===== src/rtl/pipe_stall_ctrl.sv =====
`default_nettype none
// ============================================================================
// Module   : pipe_stall_ctrl
// Brief    : Central stall/flush control for the 5-stage pipeline: per-boundary
//            stall vectors, exception redirect, stall watchdog and counter.
// Revision : 1.0 - initial release
// ============================================================================
module pipe_stall_ctrl #(
    parameter int STALL_TIMEOUT = 1023,
    parameter int CNT_W         = 32
) (
    input  logic             clk,
    input  logic             resetn,
    input  logic             stallreq_if,
    input  logic             stallreq_id,
    input  logic             stallreq_ex,
    input  logic             stallreq_mem,
    input  logic             excp_valid,
    input  logic [31:0]      excp_target,
    output logic [1:0]       stall_pc_if,
    output logic [1:0]       stall_if_id,
    output logic [1:0]       stall_id_ex,
    output logic [1:0]       stall_ex_mem,
    output logic [1:0]       stall_mem_wb,
    output logic             flush,
    output logic             new_pc_valid,
    output logic [31:0]      new_pc,
    output logic             stall_timeout,
    output logic [CNT_W-1:0] stall_cycles
);

    localparam int WD_W = $clog2(STALL_TIMEOUT + 1);
    localparam logic [WD_W-1:0] WD_LIMIT = WD_W'(STALL_TIMEOUT);

    typedef enum logic [1:0] {
        IDLE     = 2'd0,
        WAIT_MEM = 2'd1,
        FLUSH    = 2'd2
    } state_t;

    state_t            state_q, state_d;
    logic [31:0]       target_q, target_d;
    logic              flush_q, flush_d;
    logic [WD_W-1:0]   wd_q, wd_d;
    logic              timeout_q, timeout_d;
    logic [CNT_W-1:0]  cnt_q, cnt_d;

    logic [5:0]        h;
    logic              vec_en;
    logic              stalled;

    // A request from a stage holds that stage and everything upstream of it.
    always_comb begin
        h    = 6'b000000;
        h[4] = stallreq_mem;
        h[3] = stallreq_mem | stallreq_ex;
        h[2] = stallreq_mem | stallreq_ex | stallreq_id;
        h[1] = stallreq_mem | stallreq_ex | stallreq_id | stallreq_if;
        h[0] = h[1];
    end

    // Vectors read zero while in reset so stage registers see a clean state.
    assign vec_en = resetn & ~flush_q;

    always_comb begin
        stall_pc_if  = 2'b00;
        stall_if_id  = 2'b00;
        stall_id_ex  = 2'b00;
        stall_ex_mem = 2'b00;
        stall_mem_wb = 2'b00;
        if (vec_en) begin
            stall_pc_if  = {h[0], h[1]};
            stall_if_id  = {h[1], h[2]};
            stall_id_ex  = {h[2], h[3]};
            stall_ex_mem = {h[3], h[4]};
            stall_mem_wb = {h[4], h[5]};
        end
    end

    always_comb begin
        state_d  = state_q;
        target_d = target_q;
        flush_d  = 1'b0;
        case (state_q)
            IDLE: begin
                if (excp_valid) begin
                    target_d = excp_target;
                    if (stallreq_mem) begin
                        state_d = WAIT_MEM;
                    end else begin
                        state_d = FLUSH;
                        flush_d = 1'b1;
                    end
                end
            end
            WAIT_MEM: begin
                if (!stallreq_mem) begin
                    state_d = FLUSH;
                    flush_d = 1'b1;
                end
            end
            FLUSH:   state_d = IDLE;
            default: state_d = IDLE;
        endcase
    end

    // Cycles spent flushing are neither counted nor part of a stall run.
    assign stalled = h[0] & ~flush_q;

    always_comb begin
        wd_d = '0;
        if (stalled) begin
            wd_d = (wd_q == WD_LIMIT) ? wd_q : wd_q + WD_W'(1);
        end
        timeout_d = timeout_q | (wd_d == WD_LIMIT);
        cnt_d     = cnt_q;
        if (stalled && (cnt_q != {CNT_W{1'b1}})) begin
            cnt_d = cnt_q + CNT_W'(1);
        end
    end

    always_ff @(posedge clk or negedge resetn) begin
        if (!resetn) begin
            state_q   <= IDLE;
            target_q  <= 32'h0;
            flush_q   <= 1'b0;
            wd_q      <= '0;
            timeout_q <= 1'b0;
            cnt_q     <= '0;
        end else begin
            state_q   <= state_d;
            target_q  <= target_d;
            flush_q   <= flush_d;
            wd_q      <= wd_d;
            timeout_q <= timeout_d;
            cnt_q     <= cnt_d;
        end
    end

    assign flush         = flush_q;
    assign new_pc_valid  = flush_q;
    assign new_pc        = target_q;
    assign stall_timeout = timeout_q;
    assign stall_cycles  = cnt_q;

endmodule
`default_nettype wire


===== config.mk =====
export PLATFORM = sky130hd
export DESIGN_NAME = pipe_stall_ctrl
export DESIGN_NICKNAME = d
export VERILOG_FILES = /design/src/rtl/pipe_stall_ctrl.sv
export SDC_FILE = /design/constraint.sdc
export NUM_CORES = 1
export LEC_CHECK = 0
export ABC_AREA = 1
export ABC_CLOCK_PERIOD_IN_PS = 4700
export BUFFER_PORTS_ARGS = -buffer_cell sky130_fd_sc_hd__clkbuf_2
export CORE_MARGIN = 5
export CORE_UTILIZATION = 57
export CTS_CLUSTER_DIAMETER = 80
export DETAILED_ROUTE_END_ITERATION = 8
export GPL_TIMING_DRIVEN = 0
export PLACE_DENSITY = 0.86
export SETUP_SLACK_MARGIN = 0.5
export SLEW_MARGIN = 20
export SYNTH_ARGS = -nofsm -noshare
export SYNTH_HDL_FRONTEND = slang
export SYNTH_SLANG_ARGS = --single-unit

===== constraint.sdc =====
create_clock -name clk -period 4.7 [get_ports clk]
set_input_delay 0.94 -clock clk [delete_from_list [all_inputs] [get_ports clk]]
set_output_delay 0.94 -clock clk [all_outputs]
set_load 0.01 [all_outputs]

==> impl_metrics.json <==
{
  "cp-start-kind": "input pin",
  "n_antenna_cell": 0,
  "finalClockSkew_ps": 8.31,
  "cts_max_level": 3,
  "drv_cap": 0,
  "ff2ff_path_depth": 10,
  "drt.antenna.violating_nets": 0,
  "finalSetupTns_ps": 0,
  "reg2reg_slack_ps": 2920,
  "setup_slack_ps": 1500,
  "place.gp.congestion": 0.922,
  "hold_start": "state_q[1]",
  "p_total_mw": 1.92,
  "ir_drop_v": 0.000370,
  "dieArea_um2": 9140,
  "yosys_warnings": 0,
  "dp.cells": 704,
  "fin_cells": 720,
  "cts_buffer_depth": 2,
  "endpoint_kind": "output port",
  "synthCells": 490,
  "hold_end": "state_q[0]",
  "fin_crit_ps": 3200,
  "cts-hold-fix-buffers": 0,
  "drive_gt1_share_pct": 33.5,
  "dr.pass1.iters": 5,
  "place_ws_ps": 1450,
  "max_freq_mhz": 313,
  "synth.net_count": 531,
  "postCtsSetupRepairBufs": 0,
  "reg2reg_from": "stall_cycles[1]",
  "cts.sinks": 78,
  "fp.coreArea_um2": 7210,
  "drt-vias-per-instance": 5.21,
  "hold_violations": 0,
  "cts_root_buffer": "clkbuf_8",
  "drt-wirelength-per-cell_um": 14.5,
  "ys_seq_area_share_pct": 46.7,
  "yosysUniqueCellTypes": 34,
  "min_path_type": "flip-flop to flip-flop",
  "grt_max_degree": 54,
  "cts_resized": 0,
  "grt_overflow": 0,
  "crit_type": "input pin to output port",
  "cp_max_fo": 53,
  "cts.clk_slew.worst_paths_ps": 80,
  "die_h_um": 95.6,
  "vias": 3750,
  "cts_tree": "built",
  "fin_hold_ws_ps": 491,
  "whs_path_depth": 1,
  "io_pins": 116,
  "drtIter0Drc": 217,
  "avgSynthCellArea_um2": 8.53,
  "layout.nets": 657,
  "finalCritPeriodShare_pct": 68.0,
  "synth_seq_cells": 78,
  "rsz0062_at_grt": "false",
  "final_core_utilization_pct": 71.0,
  "insertion_delay_ps": 350,
  "rows": 31,
  "r2r-end": "stall_cycles[30]",
  "die_x_um": 95.6,
  "grt_use_total_pct": 24.9,
  "cts_made_buffers": 9,
  "crit_required_ps": 3760,
  "start_util_pct": 57.9,
  "power_density_nw_per_um2": 375,
  "status": "finished clean",
  "leakagePower_nw": 2.59,
  "final_max_slew_viol_count": 0,
  "dp_hpwl_um": 8200,
  "first_global_vias": 3688,
  "drt_wl_total_um": 10500,
  "syn_area_um2": 4180,
  "dpl_cell_area_um2": 4900,
  "cp.arrival_ps": 2260,
  "antenna_found_initial": 0,
  "grt_pass1_wl_um": 17600,
  "portBuffers": 114,
  "drc": 0,
  "setup_violations": 0,
  "fin_area_um2": 5120,
  "area_growth_syn_to_layout_pct": 22.6
}
==> flip-flops by register name, summed over array words and instances, names as in the netlist <==
register	count
state_q	2
stall_cycles	32
flush	1
new_pc	32
wd_q	10
stall_timeout	1
==> worst max-delay path: stages <==
cell,delay (ps)
clkbuf_4,380
buf_16,310
nand2_1,150
a21oi_1,200
buf_4,140
clkbuf_2,120
==> synth_stat cells <==
cell type / number / area share [%]
a21oi_1: 3 / 0.36
a21oi_2: 1 / 0.21
a31oi_1: 1 / 0.15
and2_1: 1 / 0.15
buf_12: 1 / 0.48
buf_2: 6 / 0.72
buf_4: 7 / 1.3
buf_6: 1 / 0.27
buf_8: 2 / 0.72
conb_1: 1 / 0.090
dfrtp_1: 78 / 47
ha_1: 2 / 0.60
inv_1: 38 / 3.4
inv_2: 4 / 0.36
inv_4: 1 / 0.15
mux2_2: 32 / 8.6
nand2_1: 161 / 14
nand2_2: 7 / 1.0
nand2_4: 1 / 0.27
nand3_1: 15 / 1.8
nand3_2: 2 / 0.48
nand3b_1: 5 / 0.90
nand4_1: 7 / 1.0
nor2_1: 49 / 4.4
nor2_2: 3 / 0.45
nor2_4: 1 / 0.27
nor3_1: 13 / 1.6
nor3_2: 5 / 1.2
o21ai_0: 5 / 0.60
o21ai_1: 5 / 0.60
o21ai_2: 4 / 0.84
o21bai_1: 1 / 0.18
xnor2_1: 10 / 2.1
xor2_1: 17 / 3.6
==> report_power, final <==
group / total [mW] / switching, mW / internal [mW]
Sequential: 0.872 / 0.0951 / 0.776
Combinational: 0.488 / 0.278 / 0.210
Clock: 0.563 / 0.260 / 0.303
Total: 1.92 / 0.633 / 1.29
==> cells by family after synthesis <==
family,count (synthesis),share of synthesized area [%]
flip-flops,78,46.7
AO/OA/AOI/OAI,20,2.93
AND/OR/NAND/NOR,270,28.0
other,1,0.0897
XOR/XNOR,27,5.66
buffers and inverters,60,7.37
adder cells (fa/ha/maj),2,0.599
multiplexers,32,8.62
==> cell usage in the layout (no fill, tap or decap), drive strengths merged, types with 4 or more instances in the layout <==
cell    Yosys  routed
nand2     169     169
clkbuf      0     124
dfrtp      78      78
nor2       53      53
inv        43      44
mux2       32      32
nor3       18      18
buf        17      18
xor2       17      17
nand3      17      17
o21ai      14      14
xnor2      10      10
nand4       7       7
nand3b      5       5
a21oi       4       4
==> metal layers <==
layer	global-route usage, %	vias to the layer above	wire [um]
met2	39.0	160	5010
met5	0	-	0
met3	6.39	16	841
met4	8.89	0	196
met1	33.6	1786	4410
li1	-	1788	-
==> layout make-up <==
| cell class | instances | area [um^2] |
|---|---|---|
| well taps | 99 | 124 |
| flip-flops and latches | 78 | 1950 |
| inverters | 43 | 164 |
| multi-input cells | 352 | 1920 |
| clock inverters | 6 | 93.8 |
| fillers | 596 | 2090 |
| clock buffers | 10 | 128 |
| repair buffers | 115 | 601 |
| plain buffers | 17 | 144 |
==> worst max path at each step <==
stage | start | endpoint | depth (start not counted)
5_1_grt | resetn | stall_if_id[0] | 6
6_report | resetn | stall_if_id[0] | 6
4_1_cts | resetn | stall_if_id[0] | 6
3_5_place_dp | resetn | stall_if_id[0] | 6
2_1_floorplan | stallreq_ex | stall_pc_if[0] | 7
3_3_place_gp | resetn | stall_if_id[0] | 5
Note: power is estimated with default switching activity, not from simulation.
